[config.mk]
export PLATFORM = sky130hd
export DESIGN_NAME = uart_rx
export DESIGN_NICKNAME = d
export VERILOG_FILES = /design/src/rtl/uart_pkg.sv /design/src/rtl/uart_rx_fifo.sv /design/src/rtl/uart_rx.sv
export SDC_FILE = /design/constraint.sdc
export NUM_CORES = 1
export LEC_CHECK = 0
export ABC_CLOCK_PERIOD_IN_PS = 2950
export CAP_MARGIN = 20
export CORE_AREA = 2 2 88 153
export CTS_CLUSTER_DIAMETER = 60
export CTS_CLUSTER_SIZE = 10
export DETAILED_ROUTE_END_ITERATION = 6
export DIE_AREA = 0 0 90 155
export DONT_BUFFER_PORTS = 1
export GPL_ROUTABILITY_DRIVEN = 0
export PLACE_DENSITY = 0.77
export SYNTH_ARGS = -nofsm -noshare
export SYNTH_HDL_FRONTEND = slang
export SYNTH_HIERARCHICAL = 1
export SYNTH_SLANG_ARGS = --single-unit
[constraint.sdc]
create_clock -name clk_i -period 2.95 [get_ports clk_i]
set_input_delay 0.59 -clock clk_i [delete_from_list [all_inputs] [get_ports clk_i]]
set_output_delay 0.59 -clock clk_i [all_outputs]
set_load 0.005 [all_outputs]
[src/rtl/uart_pkg.sv]
// Shared definitions for the UART devices: register offsets, STATUS bit
// positions and the receiver FSM state type.
package uart_pkg;

  localparam logic [1:0] UART_RX_DATA   = 2'd0;
  localparam logic [1:0] UART_RX_STATUS = 2'd1;
  localparam logic [1:0] UART_RX_CTRL   = 2'd2;

  localparam int UART_RX_STATUS_NOT_EMPTY = 0;
  localparam int UART_RX_STATUS_FULL      = 1;
  localparam int UART_RX_STATUS_OVERFLOW  = 2;
  localparam int UART_RX_STATUS_FRAME_ERR = 3;
  localparam int UART_RX_STATUS_LEVEL_LSB = 8;

  typedef enum logic [1:0] {
    RX_IDLE  = 2'd0,
    RX_START = 2'd1,
    RX_DATA  = 2'd2,
    RX_STOP  = 2'd3
  } uart_rx_state_e;

endpackage

[src/rtl/uart_rx_fifo.sv]
// Synchronous FIFO with pointers one bit wider than the index so that full
// and empty are distinguishable; the head is read combinationally.
module uart_rx_fifo #(
  parameter int Width = 8,
  parameter int Depth = 16,
  localparam int AddrW  = $clog2(Depth),
  localparam int LevelW = AddrW + 1
) (
  input  logic              clk_i,
  input  logic              rst_ni,
  input  logic              push,
  input  logic              pop,
  input  logic [Width-1:0]  wdata,
  output logic [Width-1:0]  rdata,
  output logic              empty,
  output logic              full,
  output logic [LevelW-1:0] level
);

  logic [Width-1:0]  mem_reg [Depth];
  logic [LevelW-1:0] wr_ptr_reg;
  logic [LevelW-1:0] rd_ptr_reg;
  logic              push_en;
  logic              pop_en;

  assign level = wr_ptr_reg - rd_ptr_reg;
  assign empty = (wr_ptr_reg == rd_ptr_reg);
  assign full  = (wr_ptr_reg[AddrW-1:0] == rd_ptr_reg[AddrW-1:0]) &&
                 (wr_ptr_reg[AddrW] != rd_ptr_reg[AddrW]);

  // A pop in the same cycle frees the slot, so a push into a full FIFO is
  // still accepted then.
  assign push_en = push && (!full || pop);
  assign pop_en  = pop && !empty;

  assign rdata = mem_reg[rd_ptr_reg[AddrW-1:0]];

  always_ff @(posedge clk_i) begin
    if (push_en) begin
      mem_reg[wr_ptr_reg[AddrW-1:0]] <= wdata;
    end
  end

  always_ff @(posedge clk_i or negedge rst_ni) begin
    if (!rst_ni) begin
      wr_ptr_reg <= '0;
      rd_ptr_reg <= '0;
    end else begin
      if (push_en) wr_ptr_reg <= wr_ptr_reg + 1'b1;
      if (pop_en)  rd_ptr_reg <= rd_ptr_reg + 1'b1;
    end
  end

endmodule

[src/rtl/uart_rx.sv]
// Memory-mapped 8N1 UART receiver: line synchronizer, receive FSM, FIFO,
// STATUS/CTRL registers and a registered level interrupt.
module uart_rx
  import uart_pkg::*;
#(
  parameter int ClockFrequency = 50_000_000,
  parameter int BaudRate       = 115_200,
  parameter int RxFifoDepth    = 16
) (
  input  logic        clk_i,
  input  logic        rst_ni,
  input  logic        device_req_i,
  input  logic [31:0] device_addr_i,
  input  logic        device_we_i,
  input  logic [3:0]  device_be_i,
  input  logic [31:0] device_wdata_i,
  output logic        device_rvalid_o,
  output logic [31:0] device_rdata_o,
  input  logic        uart_rx_i,
  output logic        rx_irq_o
);

  localparam int ClksPerBit = ClockFrequency / BaudRate;
  localparam int HalfBit    = ClksPerBit / 2;
  localparam int CntW       = $clog2(ClksPerBit);
  localparam int LevelW     = $clog2(RxFifoDepth) + 1;
  localparam logic [CntW-1:0] BitEnd  = CntW'(ClksPerBit - 1);
  localparam logic [CntW-1:0] HalfEnd = CntW'(HalfBit - 1);

  logic [1:0]      sync_reg;
  logic            rx_sync;
  logic            rx_prev_reg;

  uart_rx_state_e  state_reg, state_next;
  logic [CntW-1:0] baud_cnt_reg, baud_cnt_next;
  logic [2:0]      bit_idx_reg, bit_idx_next;
  logic [7:0]      shift_reg, shift_next;
  logic            push_req;
  logic            frame_err_set;

  logic            fifo_pop;
  logic [7:0]      fifo_rdata;
  logic            fifo_empty;
  logic            fifo_full;
  logic [LevelW-1:0] fifo_level;

  logic            overflow_reg, frame_err_reg, irq_en_reg, irq_reg;
  logic            overflow_set;
  logic            rd_req, wr_req, status_w1c, ctrl_wr;
  logic [31:0]     read_data;
  logic            rvalid_reg;
  logic [31:0]     rdata_reg;

  logic            unused_bits;
  assign unused_bits = ^{device_addr_i[31:4], device_addr_i[1:0], device_be_i[3:1],
                         device_wdata_i[31:4], device_wdata_i[1]};

  always_ff @(posedge clk_i or negedge rst_ni) begin
    if (!rst_ni) begin
      sync_reg    <= 2'b11;
      rx_prev_reg <= 1'b1;
    end else begin
      sync_reg    <= {sync_reg[0], uart_rx_i};
      rx_prev_reg <= rx_sync;
    end
  end
  assign rx_sync = sync_reg[1];

  always_comb begin
    state_next    = state_reg;
    baud_cnt_next = baud_cnt_reg;
    bit_idx_next  = bit_idx_reg;
    shift_next    = shift_reg;
    push_req      = 1'b0;
    frame_err_set = 1'b0;
    case (state_reg)
      RX_IDLE: begin
        // Only a real 1->0 transition starts a frame; a held-low line never does.
        if (rx_prev_reg && !rx_sync) begin
          state_next    = RX_START;
          baud_cnt_next = '0;
        end
      end
      RX_START: begin
        if (baud_cnt_reg == HalfEnd) begin
          baud_cnt_next = '0;
          bit_idx_next  = 3'd0;
          state_next    = rx_sync ? RX_IDLE : RX_DATA;
        end else begin
          baud_cnt_next = baud_cnt_reg + 1'b1;
        end
      end
      RX_DATA: begin
        if (baud_cnt_reg == BitEnd) begin
          baud_cnt_next = '0;
          shift_next    = {rx_sync, shift_reg[7:1]};
          if (bit_idx_reg == 3'd7) begin
            state_next = RX_STOP;
          end else begin
            bit_idx_next = bit_idx_reg + 3'd1;
          end
        end else begin
          baud_cnt_next = baud_cnt_reg + 1'b1;
        end
      end
      RX_STOP: begin
        if (baud_cnt_reg == BitEnd) begin
          baud_cnt_next = '0;
          state_next    = RX_IDLE;
          push_req      = rx_sync;
          frame_err_set = !rx_sync;
        end else begin
          baud_cnt_next = baud_cnt_reg + 1'b1;
        end
      end
      default: state_next = RX_IDLE;
    endcase
  end

  always_ff @(posedge clk_i or negedge rst_ni) begin
    if (!rst_ni) begin
      state_reg    <= RX_IDLE;
      baud_cnt_reg <= '0;
      bit_idx_reg  <= '0;
      shift_reg    <= '0;
    end else begin
      state_reg    <= state_next;
      baud_cnt_reg <= baud_cnt_next;
      bit_idx_reg  <= bit_idx_next;
      shift_reg    <= shift_next;
    end
  end

  assign rd_req     = device_req_i && !device_we_i;
  assign wr_req     = device_req_i && device_we_i;
  assign fifo_pop   = rd_req && (device_addr_i[3:2] == UART_RX_DATA);
  assign status_w1c = wr_req && (device_addr_i[3:2] == UART_RX_STATUS) && device_be_i[0];
  assign ctrl_wr    = wr_req && (device_addr_i[3:2] == UART_RX_CTRL) && device_be_i[0];
  assign overflow_set = push_req && fifo_full && !fifo_pop;

  uart_rx_fifo #(
    .Width (8),
    .Depth (RxFifoDepth)
  ) u_fifo (
    .clk_i  (clk_i),
    .rst_ni (rst_ni),
    .push   (push_req),
    .pop    (fifo_pop),
    .wdata  (shift_reg),
    .rdata  (fifo_rdata),
    .empty  (fifo_empty),
    .full   (fifo_full),
    .level  (fifo_level)
  );

  always_comb begin
    read_data = '0;
    case (device_addr_i[3:2])
      UART_RX_DATA: begin
        if (!fifo_empty) read_data[7:0] = fifo_rdata;
      end
      UART_RX_STATUS: begin
        read_data[UART_RX_STATUS_NOT_EMPTY] = !fifo_empty;
        read_data[UART_RX_STATUS_FULL]      = fifo_full;
        read_data[UART_RX_STATUS_OVERFLOW]  = overflow_reg;
        read_data[UART_RX_STATUS_FRAME_ERR] = frame_err_reg;
        read_data[UART_RX_STATUS_LEVEL_LSB +: 8] = 8'(fifo_level);
      end
      UART_RX_CTRL: read_data[0] = irq_en_reg;
      default: read_data = '0;
    endcase
  end

  // Sticky bits: a set in the same cycle as a W1C wins.
  always_ff @(posedge clk_i or negedge rst_ni) begin
    if (!rst_ni) begin
      overflow_reg  <= 1'b0;
      frame_err_reg <= 1'b0;
      irq_en_reg    <= 1'b0;
      irq_reg       <= 1'b0;
      rvalid_reg    <= 1'b0;
      rdata_reg     <= '0;
    end else begin
      overflow_reg  <= overflow_set ||
                       (overflow_reg && !(status_w1c && device_wdata_i[2]));
      frame_err_reg <= frame_err_set ||
                       (frame_err_reg && !(status_w1c && device_wdata_i[3]));
      if (ctrl_wr) irq_en_reg <= device_wdata_i[0];
      irq_reg       <= irq_en_reg && !fifo_empty;
      rvalid_reg    <= device_req_i;
      rdata_reg     <= rd_req ? read_data : '0;
    end
  end

  assign device_rvalid_o = rvalid_reg;
  assign device_rdata_o  = rdata_reg;
  assign rx_irq_o        = irq_reg;

endmodule

==> flow_metrics.env <==
export IMPL_status="finished, final reports clean"
export IMPL_final_antenna_net_count=0
export IMPL_rsz0062_at_grt="false"
export IMPL_synth_flop_cell="edfxtp_1"
export IMPL_synth_avg_cell_area_um2=15.97
export IMPL_ys_top_cells_by_count="edfxtp_1 (128), dfrtp_1 (50), mux2i_1 (24)"
export IMPL_setup_violations=0
export IMPL_worst_slack_ns=0.4107
export IMPL_hold_slack_ns=0.001960
export IMPL_dp_cells=662
export IMPL_avgRoutedWirePerCell_um=20.13
export IMPL_cp_cell_sequence="inv_1 -> ha_1 -> and4bb_1 -> and3_1 -> and3_1 -> o31a_2 -> and3_1 -> buf_4"
export IMPL_grt_pass1_wl_mm=22.72
export IMPL_async_flop_share=0.2928
export IMPL_setup_worst_path_class="reg2reg"
export IMPL_grt_ovfl_total=0
export IMPL_powerDensity_nw_per_um2=720.4
export IMPL_io_buffers=0
export IMPL_cp_slowest_stage_delay_ns=0.41
export IMPL_core_um2=12800
export IMPL_yosysSeqAreaShare=0.6597
export IMPL_maxSlewViolCount=0
export IMPL_ctsRootBufferMaster="clkbuf_16"
export IMPL_grt_usage=0.2142
export IMPL_busiest_layer="met2"
export IMPL_p_comb_frac=0.189
export IMPL_crit_buf_inv=2
export IMPL_die_x_um=90
export IMPL_clk_path_buf_depth=2
export IMPL_finalHoldViolations=0
export IMPL_intPower_mw=4.411
export IMPL_regToRegSetupSlack_ns=0.41
export IMPL_switching_power_mw=1.804
export IMPL_drt_iter0_markers=263
export IMPL_n_antenna_cell=0
export IMPL_fin_skew_ns=0.01397
export IMPL_clkSlewWorstSetupHoldPaths_ns=0.08
export IMPL_ys_ff_latch=181
export IMPL_rows=55
export IMPL_yosys_warnings=6
export IMPL_viasPerCell=5.943
export IMPL_drtPass1Iterations=5
export IMPL_power_frac_seq=0.461
export IMPL_end_kind="flip-flop"
export IMPL_met3_usage=0.04068
export IMPL_cp_arrival_ns=2.66
export IMPL_fin_crit_ns=2.539
export IMPL_synthCells=491
export IMPL_p_leak_nw=3.748
export IMPL_clk_latency_ns=0.43
export IMPL_drive_gt1_frac=0.1597
export IMPL_met2_usage=0.3935
export IMPL_ios=107
export IMPL_path_delay_family="simple AND/OR/NAND/NOR gates"
export IMPL_antenna_found_initial=0
export IMPL_maxCapViolCount=0
export IMPL_synth_cell_types=62
export IMPL_fillCellCount=868
export IMPL_crit_top_cell="and3_1"
export IMPL_cts_sinks=181
export IMPL_vdd_drop_max_mv=0.4513
export IMPL_synth_area_leaders="edfxtp_1 (49%), dfrtp_1 (16%), mux4_1 (5.4%)"
export IMPL_post_route_period_util=0.8608
export IMPL_cts_tree="done"
export IMPL_max_slew_margin_rel=0.4348
export IMPL_synth_edf_count=128
export IMPL_vias=4142
export IMPL_power_mw=6.215
export IMPL_areaGrowthSynthToFinish_pct=10.02
export IMPL_yosys_area_top_type_share=0.4901
export IMPL_largest_register_ffs=128
export IMPL_cts_htree_levels=4
export IMPL_syn_area_um2=7843
export IMPL_detailedPlacementHpwl_mm=9.283
export IMPL_synth_area_leader_cell="edfxtp_1"
export IMPL_grt_max_degree=52
export IMPL_synth_most_common_cell="edfxtp_1"
export IMPL_crit_fanout=21
export IMPL_worstMarginPinSlew_ns=0.8460
export IMPL_drc=0
export IMPL_die_h_um=155
export IMPL_clkPwrFrac=0.349
export IMPL_fin_nets=601
export IMPL_pre_cts_ws_ns=0.2472
export IMPL_instances_no_fill=697
export IMPL_numCtsBuffers=17
export IMPL_worst_setup_path_start_kind="flip-flop"
export IMPL_die_area_um2=13950
export IMPL_cts_setup_buffers=0
export IMPL_grt_pass1_vias=4312
export IMPL_wl_mm=14.03
export IMPL_fmax_mhz=393.8
export IMPL_swShare=0.2903
export IMPL_initial_core_util=0.6127
export IMPL_cp_slowest_cell="dfrtp_1"
export IMPL_critPathRequiredTime_ns=3.08
export IMPL_tns_ns=0
export IMPL_gr_usage_met1=0.2427
export IMPL_hold_path_class="in2async"
==> what timing repair did <==
item | 4_1_cts | 5_1_grt
endpoints found under the hold margin | 51 | 0
hold buffers | 2 | 0
resized for setup | 0 | 1
endpoints found under the setup margin | 0 | 22
==> cells in the final DEF, fill, tap and decap left out, drive strengths merged, types with 4 or more instances in the layout <==
cell	n
ha	14
dfrtp	50
and2	14
mux2i	24
buf	24
inv	31
a221oi	8
and3	18
a21oi	5
nand3	6
nor2b	8
mux2	8
o21ai	28
nand2	20
mux4	24
edfxtp	128
nand4	7
o22ai	4
conb	19
clkbuf	17
nor2	10
xnor2	9
==> final timing paths <==
check                           startpoint              endpoint  cells past startpoint
max                        baud_cnt_reg[1]  u_fifo/mem_reg[1][5]                      8
min                                 rst_ni          shift_reg[4]                      1
max reg2reg                baud_cnt_reg[1]  u_fifo/mem_reg[1][5]                      8
min reg2reg                    sync_reg[0]           sync_reg[1]                      0
max in group asynchronous           rst_ni           rx_prev_reg                      1
min in group clk_i               uart_rx_i           sync_reg[0]                      0
==> cell families after synthesis <==
group	Yosys count	synth area share
fa+ha+maj	15	0.02489
compound gates	69	0.05967
mux	56	0.1216
simple gates	99	0.07211
buf+inv	58	0.04722
other cells	1	0.0004782
xor+xnor	12	0.01436
flops	181	0.6597
==> per-layer routing <==
metal / wire, µm / vias to the layer above
li1: - / 1904
met1: 5336 / 2096
met2: 7976 / 118
met3: 453 / 24
met4: 267 / 0
met5: 0 / -
==> per-stage QoR <==
step	utilization	area [µm²]
finish	0.6741	8628
global route	0.6741	8628
CTS	0.6736	8622
detailed placement	0.6260	8013
global placement	0.6260	8013
floorplan	-	7910
==> power by group through the flow <==
stage | Clock [mW] | Sequential, mW | Combinational, mW
2_1_floorplan | 0 | 2.88 | 0.989
3_3_place_gp | 0 | 2.91 | 1.12
3_5_place_dp | 0 | 2.92 | 1.16
4_1_cts | 2.21 | 2.86 | 1.18
5_1_grt | 2.31 | 2.88 | 1.29
6_report | 2.17 | 2.87 | 1.18
==> cell type report <==
cell class	instances	area (µm²)	area share
Timing Repair Buffer	25	232.7	0.02697
Tap cell	171	214.0	0.02480
Inverter	18	67.56	0.007831
Sequential cell	181	5175	0.5998
Clock buffer	17	425.4	0.04930
Clock inverter	15	146.4	0.01697
Multi-Input combinational cell	270	2367	0.2744
Power figures use the tool's default switching activity.
